$ cat config.mk
export PLATFORM = sky130hd
export DESIGN_NAME = vc_demux_fifo
export DESIGN_NICKNAME = d
export VERILOG_FILES = /design/src/rtl/vc_demux_fifo_pkg.sv /design/src/rtl/vc_demux_fifo_vc_fifo.sv /design/src/rtl/vc_demux_fifo.sv
export SDC_FILE = /design/constraint.sdc
export NUM_CORES = 1
export LEC_CHECK = 0
export BUFFER_PORTS_ARGS = -buffer_cell sky130_fd_sc_hd__buf_2
export CORE_MARGIN = 1.5
export CORE_UTILIZATION = 50
export CTS_CLUSTER_SIZE = 16
export DETAILED_ROUTE_END_ITERATION = 12
export HOLD_SLACK_MARGIN = 0.03
export PLACE_DENSITY = 0.72
export SYNTH_ARGS = -nofsm -noshare
export SYNTH_HDL_FRONTEND = slang
export SYNTH_SLANG_ARGS = --single-unit
$ cat constraint.sdc
create_clock -name clk -period 2 [get_ports clk]
set_input_delay 0.3 -clock clk [delete_from_list [all_inputs] [get_ports clk]]
set_output_delay 0.3 -clock clk [all_outputs]
set_load 0.01 [all_outputs]
$ cat src/rtl/vc_demux_fifo_pkg.sv
// rtl/vc_demux_fifo_pkg.sv - shared VC routing constants for pop stage, demux and arbiter
package vc_demux_fifo_pkg;

  localparam int VC_SEL_BIT  = 4;
  localparam int DATA_W_DEF  = 6;

  typedef enum logic {
    VC0 = 1'b0,
    VC1 = 1'b1
  } vc_id_t;

  function automatic vc_id_t vc_of(input logic [DATA_W_DEF-1:0] word);
    return vc_id_t'(word[VC_SEL_BIT]);
  endfunction

endpackage

$ cat src/rtl/vc_demux_fifo_vc_fifo.sv
// rtl/vc_demux_fifo_vc_fifo.sv - single VC FIFO with registered read and error pulses
module vc_fifo #(
  parameter int DATA_W    = 6,
  parameter int DEPTH     = 4,
  parameter int AF_THRESH = 3,
  parameter int PTR_W     = $clog2(DEPTH),
  parameter int CNT_W     = $clog2(DEPTH) + 1
) (
  input  logic              clk,
  input  logic              reset_L,
  input  logic              push,
  input  logic [DATA_W-1:0] wr_data,
  input  logic              pop,
  output logic [DATA_W-1:0] rd_data,
  output logic [CNT_W-1:0]  count,
  output logic              full,
  output logic              empty,
  output logic              overflow,
  output logic              underflow
);

  logic [DATA_W-1:0] mem [DEPTH];
  logic [PTR_W-1:0]  wr_ptr;
  logic [PTR_W-1:0]  rd_ptr;
  logic              do_push;
  logic              do_pop;

  // A pop on a full FIFO frees a slot this cycle, so the push is accepted.
  assign do_pop    = pop && (count != '0);
  assign do_push   = push && ((count < CNT_W'(DEPTH)) || do_pop);
  assign overflow  = push && !do_push;
  assign underflow = pop && (count == '0);

  assign empty = (count == '0);
  assign full  = (count >= CNT_W'(AF_THRESH));

  always_ff @(posedge clk) begin
    if (do_push) begin
      mem[wr_ptr] <= wr_data;
    end
  end

  always_ff @(posedge clk or negedge reset_L) begin
    if (!reset_L) begin
      wr_ptr  <= '0;
      rd_ptr  <= '0;
      count   <= '0;
      rd_data <= '0;
    end else begin
      if (do_push) begin
        wr_ptr <= wr_ptr + PTR_W'(1);
      end
      if (do_pop) begin
        rd_data <= mem[rd_ptr];
        rd_ptr  <= rd_ptr + PTR_W'(1);
      end
      count <= count + CNT_W'(do_push) - CNT_W'(do_pop);
    end
  end

endmodule

$ cat src/rtl/vc_demux_fifo.sv
// rtl/vc_demux_fifo.sv - steers popped main-FIFO words into two VC FIFOs by class bit
module vc_demux_fifo
  import vc_demux_fifo_pkg::*;
#(
  parameter int DATA_W    = DATA_W_DEF,
  parameter int DEPTH     = 4,
  parameter int AF_THRESH = 3
) (
  input  logic                     clk,
  input  logic                     reset_L,
  input  logic [DATA_W-1:0]        data_in,
  input  logic                     push,
  input  logic                     vc0_pop,
  input  logic                     vc1_pop,
  output logic                     vc0_full,
  output logic                     vc1_full,
  output logic                     vc0_empty,
  output logic                     vc1_empty,
  output logic [DATA_W-1:0]        vc0_data_out,
  output logic [DATA_W-1:0]        vc1_data_out,
  output logic [$clog2(DEPTH):0]   vc0_count,
  output logic [$clog2(DEPTH):0]   vc1_count,
  output logic                     error_out
);

  vc_id_t sel;
  logic   push0;
  logic   push1;
  logic   ovf0;
  logic   ovf1;
  logic   udf0;
  logic   udf1;

  assign sel   = vc_id_t'(data_in[VC_SEL_BIT]);
  assign push0 = push && (sel == VC0);
  assign push1 = push && (sel == VC1);

  vc_fifo #(.DATA_W(DATA_W), .DEPTH(DEPTH), .AF_THRESH(AF_THRESH)) u_vc0 (
    .clk       (clk),
    .reset_L   (reset_L),
    .push      (push0),
    .wr_data   (data_in),
    .pop       (vc0_pop),
    .rd_data   (vc0_data_out),
    .count     (vc0_count),
    .full      (vc0_full),
    .empty     (vc0_empty),
    .overflow  (ovf0),
    .underflow (udf0)
  );

  vc_fifo #(.DATA_W(DATA_W), .DEPTH(DEPTH), .AF_THRESH(AF_THRESH)) u_vc1 (
    .clk       (clk),
    .reset_L   (reset_L),
    .push      (push1),
    .wr_data   (data_in),
    .pop       (vc1_pop),
    .rd_data   (vc1_data_out),
    .count     (vc1_count),
    .full      (vc1_full),
    .empty     (vc1_empty),
    .overflow  (ovf1),
    .underflow (udf1)
  );

  always_ff @(posedge clk or negedge reset_L) begin
    if (!reset_L) begin
      error_out <= 1'b0;
    end else if (ovf0 || ovf1 || udf0 || udf1) begin
      error_out <= 1'b1;
    end
  end

endmodule

==> flow_summary.toml, run 1 <==
[timing]
min_period_ns = 1.90
drv_slew = 0
grt_setup_unrepaired = "false"
finalWorstSetupSlack_ns = 0.104
clock_skew_ns = 0.00599
worst-slew-pin-transition_ns = 0.634
fmax_mhz = 528
relSlewSlack = 0.577
fin_crit_sh = 0.948
hold_violations = 0
setup_viol = 0

[clocking]
max-clock-path-buffers = 2
clk_pin_slew_worst_paths_ns = 0.07
ctsResizeCount = 0
cts_buffers = 9
insertion_delay_ns = 0.33
h-tree-depth = 3
cts_root_buffer = "clkbuf_8"
cts.sinks = 75
cts_tree = "built"

[cells_and_area]
layout_common_cells = "edfxtp_1, nand2_1, buf_2"
layout.nets = 268
area_growth_pct = 15.3
fillers = 454
mostFrequentLayoutCell = "edfxtp_1"
drive_gt1_frac = 0.329
n_antenna_cell = 0
instances_no_fill = 321

[global_routing]
antenna_found_initial = 0
grt_pass1_vias = 1726
overflow = 0
grt_max_degree = 28
grt_usage = 0.177
grt_pass1_wl_um = 8270

[yosys]
ys_ff_latch = 75
ys_seq_area_frac = 0.675
netlist_area_um2 = 3140
ys_types = 22
avgSynthCellArea_um2 = 16.1
ys_warn_count = 0
synthCells = 195
syn-num-nets = 222

[setup_path]
crit_fanout = 5
required_ns = 2.23
r2r_end = "u_vc1.count[1]"
critPathKind = "flop to flop"
reg2reg_from = "u_vc1.count[2]"
cp-start-kind = "flop"
r2r_cells = 8
crit_path_end_kind = "flop"
cp_slowest_cell = "fa_2"
rrSetupSlack_ns = 0.10
crit_path_cell_trace = "o31ai_4, inv_4, ha_4, inv_1, ha_1, inv_1, fa_2, inv_1"
cp_slowest_stage_delay_ns = 0.51
arrival_ns = 2.13
crit_path_frequent_cell = "inv_1"

[min_path]
worstHoldStart = "data_in[5]"
min_path_type = "primary input to flop"
holdPathEnd = "u_vc1.mem[1][5]"
holdPathStages = 1

[floorplan]
start_util = 0.524
die-area_um2 = 6760
core_um2 = 5990
rows = 28
die_w_um = 82.2
pin_count = 34
die_y_um = 82.2

[pwr]
ir_worst_vdd_v = 0.000758
p_leak_nw = 1.49
p_per_area_nw_per_um2 = 1370

[place]
dp_cells = 304
place_ws_ns = 0.107
place.gp.congestion = 0.745
hpwl_um = 3490
port_buffers = 33

[route]
via_per_inst = 4.95
wl_per_cell_um = 15.7
drtIter0Drc = 127
vias = 1589
drcViolationCount = 0
firstDrtPassIters = 3
ant_nets = 0
wirelength_um = 5050

[outcome]
status = "finished clean"

[run]
drv_cap = 0
-- metrics by stage --
stage	util	setup TNS [ns]	power, mW	hold slack, ns	cell area (µm²)
2_1_floorplan	-	-0.0296	3.51	0.00441	3170
3_3_place_gp	0.574	0	3.96	0.367	3440
3_5_place_dp	0.574	0	4.03	0.369	3440
4_1_cts	0.604	0	5.04	0.241	3620
5_1_grt	0.604	0	5.32	0.255	3620
6_report	0.604	0	4.97	0.248	3620
-- worst max-delay path by stage --
stage | from | endpoint | slack, ns
after floorplan | u_vc1.count[2] | u_vc1.count[1] | -0.03
after detailed placement | u_vc1.count[0] | u_vc1.count[1] | 0.11
final | u_vc1.count[2] | u_vc1.count[1] | 0.10
after global placement | u_vc1.count[2] | u_vc1.count[1] | 0.16
after CTS | u_vc1.count[0] | u_vc1.count[1] | 0.10
after global routing | u_vc1.count[0] | u_vc1.count[1] | 0.02
-- per-layer routing --
layer / up-vias / wire length [µm] / track usage
met5: - / 0 / 0
met4: 0 / 127 / 0.114
met3: 11 / 165 / 0.0374
met2: 33 / 2450 / 0.283
met1: 767 / 2310 / 0.219
li1: 778 / - / -
-- cell families (layout without fill, tap and decap cells) --
| group | Yosys count | count (layout) | synth area share |
|---|---|---|---|
| adder cells (fa/ha/maj) | 16 | 16 | 0.0686 |
| XOR/XNOR | 8 | 8 | 0.0223 |
| buffers and inverters | 21 | 72 | 0.0315 |
| multiplexers | 14 | 14 | 0.0957 |
| AND/OR/NAND/NOR | 53 | 53 | 0.0750 |
| flip-flops | 75 | 75 | 0.675 |
| AO/OA/AOI/OAI | 8 | 8 | 0.0323 |
-- timing repair --
action	in CTS	in global routing
hold buffers	1	0
endpoints found under the hold margin	27	0
setup buffers	0	0
-- flip-flops by register name, summed over array words and instances, names as in the netlist --
name,count
error_out,1
u_vc0.count,3
u_vc0.mem,24
u_vc0.rd_data,6
u_vc0.rd_ptr,2
u_vc0.wr_ptr,2
u_vc1.count,3
u_vc1.mem,24
u_vc1.rd_data,6
u_vc1.rd_ptr,2
u_vc1.wr_ptr,2
-- power by group --
| part | switching [mW] | internal [mW] |
|---|---|---|
| Sequential | 0.376 | 2.03 |
| Clock | 0.496 | 0.516 |
| Combinational | 0.746 | 0.805 |
-- cell usage after synthesis --
library cell  instances  area share
edfxtp_1             48        0.46
o21ai_0               3      0.0048
xnor2_1               8       0.022
o31ai_4               2       0.014
dfrtp_1              27        0.22
clkbuf_1              2      0.0024
buf_6                 2      0.0072
inv_1                13       0.016
nand2_2               2      0.0040
and2_1                8       0.016
nand2_1              39       0.047
inv_2                 2      0.0024
o211a_4               2       0.011
and3b_1               1      0.0028
mux2_4                2      0.0096
a221oi_1              1      0.0028
mux4_2               12       0.086
ha_1                 14       0.056
nor3b_1               1      0.0024
fa_1                  2       0.013
nor3_1                2      0.0032
inv_4                 2      0.0040
-- critical path, delay by kind of cell, from the launching register on --
kind	cells	cell delay [ns]
buf+inv	4	0.19
compound gates	1	0.31
fa+ha+maj	3	0.85
flops	1	0.45
-- cell type report --
class / count / area, µm² / area share
clock inverter: 2 / 10.0 / 0.00277
multi-input combinational: 99 / 950 / 0.262
sequential: 75 / 2120 / 0.586
timing repair buffer: 39 / 213 / 0.0588
inverter: 17 / 68.8 / 0.0190
tap: 75 / 93.8 / 0.0259
clock buffer: 14 / 163 / 0.0450
(Power assumes the default switching activity.)
==> inputs of run 2 (changes only) <==
ABC_AREA = 1   (was unset)
==> run 2 against run 1 <==
Net effect:
- sequential share of layout area down 5.3 points
- clock skew rose by 0.0052 ns
- area after synthesis rose by 9.7%
- combinational power up 23%
==> flow_summary.toml, run 2 <==
[setup_path]
crit_fanout = 7
crit_path_cell_trace = "inv_2, nand3_2, nand2_2, inv_4, ha_1, inv_1, ha_1, inv_1, fa_1, inv_1"
reg2reg_from = "u_vc0.count[1]"
r2r_end = "u_vc0.count[1]"
critPathKind = "flop to flop"
crit_path_end_kind = "flop"
rrSetupSlack_ns = 0.11
r2r_cells = 10
cp_slowest_stage_delay_ns = 0.48
crit_path_frequent_cell = "inv_1"
required_ns = 2.24
arrival_ns = 2.13
cp_slowest_cell = "fa_1"
cp-start-kind = "flop"

[min_path]
min_path_type = "primary input to flop"
holdPathEnd = "u_vc0.mem[1][5]"
holdPathStages = 1
worstHoldStart = "data_in[5]"

[global_routing]
grt_pass1_wl_um = 9940
overflow = 0
grt_usage = 0.182
grt_max_degree = 28
grt_pass1_vias = 2175
antenna_found_initial = 0

[place]
dp_cells = 465
place.gp.congestion = 0.882
port_buffers = 33
place_ws_ns = 0.0387
hpwl_um = 4250

[yosys]
ys_seq_area_frac = 0.615
ys_warn_count = 0
ys_types = 22
ys.flop_type = "edfxtp_1"
synthTopCellsByArea = "edfxtp_1, dfrtp_1, nand2_1, inv_1, ha_1"
synthMostInstantiatedCell = "nand2_1"
synth_edf_count = 48
avgSynthCellArea_um2 = 9.89
syn-num-nets = 375
netlist_area_um2 = 3440
synth_top_area_share = 0.419
ys_async_sr_fraction = 0.360
ys_ff_latch = 75
synth_top_area_cell = "edfxtp_1"
synthCells = 348
synthTopCellsByCount = "nand2_1, inv_1, edfxtp_1"

[route]
firstDrtPassIters = 5
wirelength_um = 6140
via_per_inst = 4.73
drcViolationCount = 0
wl_per_cell_um = 12.7
drtIter0Drc = 179
ant_nets = 0
vias = 2292

[pwr]
switching_power_mw = 1.95
internal-power_mw = 3.45
finalPower_mw = 5.40
p_per_area_nw_per_um2 = 1360
ir_worst_vdd_v = 0.000880
combPwrFrac = 0.352
switching_share = 0.362
pwr-share-seq = 0.431
clockPowerShare = 0.217
p_leak_nw = 2.01

[timing]
drv_slew = 0
setup_viol = 0
worst-slew-pin-transition_ns = 0.626
fin_crit_sh = 0.947
clock_skew_ns = 0.0112
setup_tns_ns = 0
fmax_mhz = 528
relSlewSlack = 0.583
hold_violations = 0
finalWorstSetupSlack_ns = 0.106
hold_ws_ns = 0.245
min_period_ns = 1.89

[clocking]
cts_buffers = 9
cts_tree = "built"
cts.sinks = 75
clk_pin_slew_worst_paths_ns = 0.07
max-clock-path-buffers = 2
h-tree-depth = 3
cts_root_buffer = "clkbuf_8"
insertion_delay_ns = 0.35

[cells_and_area]
drive_gt1_frac = 0.193
layout_common_cells = "nand2_1, inv_1, edfxtp_1"
layout.nets = 427
area_growth_pct = 15.4
mostFrequentLayoutCell = "nand2_1"
n_antenna_cell = 0
largestRegisters = "u_vc0.mem x24, u_vc1.mem x24"
instances_no_fill = 485

[floorplan]
die-area_um2 = 7390
core_um2 = 6720
pin_count = 34
rows = 30
die_y_um = 86.0
die_w_um = 86.0
start_util = 0.512

[run]
drv_cap = 0

[outcome]
status = "finished clean"
## run 2: area by class of cell
| cell class | count | area, µm² |
|---|---|---|
| Timing Repair Buffer | 47 | 273 |
| Sequential cell | 75 | 2120 |
| Tap cell | 80 | 100 |
| Inverter | 84 | 318 |
| Fill cell | 565 | 2750 |
| Multi-Input combinational cell | 183 | 967 |
| Clock buffer | 14 | 163 |
| Clock inverter | 2 | 35.0 |
## run 2: power by group through the flow
stage	combinational (mW)	sequential [mW]	clock, mW
finish	1.90	2.33	1.17
global route	2.18	2.37	1.26
CTS	1.87	2.33	1.19
detailed placement	1.86	2.36	0
global placement	1.82	2.34	0
floorplan	1.32	2.32	0
## run 2: kinds of logic after synthesis
kind of cell,synth area share
AO/OA/AOI/OAI,0.0120
adder cells (fa/ha/maj),0.0625
flip-flops,0.615
XOR/XNOR,0.0204
AND/OR/NAND/NOR,0.185
buffers and inverters,0.105
## run 2: worst max path at each step
stage,slack (ns),startpoint,endpoint,cells after the start
global route,-0.008,u_vc0.count[1],u_vc0.count[2],10
finish,0.11,u_vc0.count[1],u_vc0.count[1],10
global placement,0.14,u_vc0.count[1],u_vc0.count[2],10
CTS,0.04,u_vc0.count[1],u_vc0.count[1],10
detailed placement,0.04,u_vc0.count[1],u_vc0.count[2],10
floorplan,0.04,u_vc1.count[1],u_vc1.count[2],10
## run 2: timing repair
item,in CTS,in global routing
hold endpoints to repair,27,0
resized for setup,0,6
endpoints found under the setup margin,0,4
setup buffers,0,3
hold buffers,1,0
## run 2: critical path: cells and delay by family, from the launching register on
| kind | cells | cell delay, ns |
|---|---|---|
| flops | 1 | 0.43 |
| buf+inv | 5 | 0.27 |
| fa+ha+maj | 3 | 0.87 |
| simple gates | 2 | 0.20 |
## run 2: routing by layer
| layer | vias to the layer above | track usage | part of all wire | wire length (µm) |
|---|---|---|---|---|
| met5 | - | 0 | 0 | 0 |
| li1 | 1161 | - | - | - |
| met3 | 12 | 0.0395 | 0.054 | 330 |
| met4 | 0 | 0.116 | 0.023 | 141 |
| met2 | 68 | 0.286 | 0.48 | 2950 |
| met1 | 1051 | 0.231 | 0.44 | 2720 |
## run 2: through the flow
stage	util	instance area, µm²
final	0.591	3970
after detailed placement	0.556	3730
after floorplan	-	3440
after CTS	0.587	3940
after global routing	0.591	3970
after global placement	0.556	3730
==> inputs of run 3 (changes only) <==
BUFFER_PORTS_ARGS = -buffer_cell sky130_fd_sc_hd__clkbuf_2   (was -buffer_cell sky130_fd_sc_hd__buf_2)
==> run 3 against run 2 <==
Net effect:
- core utilization grew 0.17 points
- sequential power is essentially flat
- first-iteration DRC count shrank 33%
- non-clock buffer count grew 1
- die area is the same
- fmax shrank 0.33%
- routed wire length shrank 0.33%
==> flow_summary.toml, run 3 (synthesis results as in run 2) <==
[route]
firstDrtPassIters = 4
drtIter0Drc = 120
via_per_inst = 4.68
wl_met1_um = 2650
top_layer_used = "met4"
wl_per_cell_um = 12.6
ant_nets = 0
route.met3.wl_um = 272
wirelength_um = 6120
drcViolationCount = 0
wl_met2_um = 3080
vias = 2274

[timing]
hold_violations = 0
min_period_ns = 1.90
setup_viol = 0
fmax_mhz = 526
fin_crit_sh = 0.950
relSlewSlack = 0.543
drv_slew = 0
grt_setup_unrepaired = "false"
setup_tns_ns = 0
worst-slew-pin-transition_ns = 0.686
clock_skew_ns = 0.00598

[setup_path]
cp_slowest_cell = "fa_2"
reg2reg_from = "u_vc1.count[0]"
crit_fanout = 7
crit_path_frequent_cell = "inv_1"
critPathKind = "flop to flop"
crit_path_end_kind = "flop"
required_ns = 2.23
cp_slowest_stage_delay_ns = 0.51
arrival_ns = 2.13
cp-start-kind = "flop"
r2r_end = "u_vc1.count[1]"
rrSetupSlack_ns = 0.1
cp_num_buf_inv = 5
critPathLaunch = "u_vc1.count[0]"
cpLargestDelayFamily = "adder cells"
crit_path_cell_trace = "inv_1, nand2_2, nand2_4, inv_4, ha_4, inv_1, ha_2, inv_1, fa_2, inv_1"
r2r_cells = 10

[clocking]
clk_pin_slew_worst_paths_ns = 0.07
h-tree-depth = 3
cts_tree = "built"
insertion_delay_ns = 0.33
cts_buffers = 9
cts.sinks = 75
max-clock-path-buffers = 2
cts_root_buffer = "clkbuf_8"

[pwr]
p_per_area_nw_per_um2 = 1340
ir_worst_vdd_v = 0.000781
p_leak_nw = 2.01

[place]
place.gp.congestion = 0.811
hpwl_um = 4230
dp_cells = 465
port_buffers = 33

[min_path]
holdPathEnd = "u_vc0.mem[0][1]"
min_path_type = "primary input to flop"
worstHoldStart = "data_in[1]"
holdPathStages = 1

[cells_and_area]
drive_gt1_frac = 0.200
instances_no_fill = 486
mostFrequentLayoutCell = "nand2_1"
n_antenna_cell = 0
area_growth_pct = 15.8
layout.nets = 428
largestRegisters = "u_vc0.mem x24, u_vc1.mem x24"
layout_common_cells = "nand2_1, inv_1, edfxtp_1"

[floorplan]
die_y_um = 86.0
die-area_um2 = 7390
rows = 30
core_um2 = 6720
die_w_um = 86.0
pin_count = 34
start_util = 0.512

[global_routing]
overflow = 0
grt_pass1_vias = 2198
grt_usage = 0.182
grt_pass1_wl_um = 10100
antenna_found_initial = 0
grt_max_degree = 28

[outcome]
status = "finished clean"

[run]
drv_cap = 0
run 3: changes by cell type in the layout (fill, tap and decap cells not counted), sizes merged:
| cell | change |
|---|---|
| buf | -32 |
| clkbuf | +29 |
| clkinv | +3 |
| clkinvlp | +1 |
run 3: where the power goes:
part	switching (mW)	internal [mW]	total, mW	leakage, nW
sequential	0.318	2.02	2.34	0.755
clock	0.525	0.566	1.09	0.0935
combinational	1.13	0.800	1.93	1.16
run 3: layout make-up:
type                            instances  area, µm²
Inverter                               84        318
Clock buffer                           10        128
Sequential cell                        75       2120
Clock inverter                          6       56.3
Tap cell                               80        100
Fill cell                             554       2730
Timing Repair Buffer                   48        280
Multi-Input combinational cell        183        985
run 3: how the worst max path moves through the flow:
stage                           to  slack [ns]  depth (start not counted)
finish              u_vc1.count[1]         0.1                         10
global route        u_vc1.count[1]       0.009                         10
CTS                 u_vc0.count[1]        0.07                         10
detailed placement  u_vc0.count[1]        0.08                         10
global placement    u_vc0.count[2]        0.14                         10
floorplan           u_vc1.count[2]        0.04                         10
run 3: routing by layer:
layer / vias to the layer above / GRT usage
met5: - / 0
met4: 0 / 0.114
met3: 8 / 0.0375
met2: 55 / 0.288
met1: 1050 / 0.228
li1: 1161 / -
run 3: what timing repair did:
action                                 4_1_cts  5_1_grt
endpoints found under the hold margin       27        0
gates resized for setup                      0        7
hold buffers                                 1        0
buffers inserted                             0        4
setup endpoints to repair                    0        4
run 3: worst reg2reg max path: cells and delay by family, from the launching register on:
kind	cells	cell delay [ns]
AND/OR/NAND/NOR	2	0.19
adder cells (fa/ha/maj)	3	0.86
buffers and inverters	5	0.33
flip-flops	1	0.40
run 3: through the flow:
stage | power, mW | utilization | setup WS, ns | hold WS [ns] | instance area (µm²)
after floorplan | 3.64 | - | 0.0383 | 0.00441 | 3440
after global placement | 4.15 | 0.556 | 0.138 | 0.385 | 3730
after detailed placement | 4.22 | 0.556 | 0.0768 | 0.398 | 3730
after CTS | 5.32 | 0.585 | 0.0712 | 0.249 | 3930
after global routing | 5.80 | 0.593 | 0.00897 | 0.272 | 3990
final | 5.36 | 0.593 | 0.0996 | 0.257 | 3990
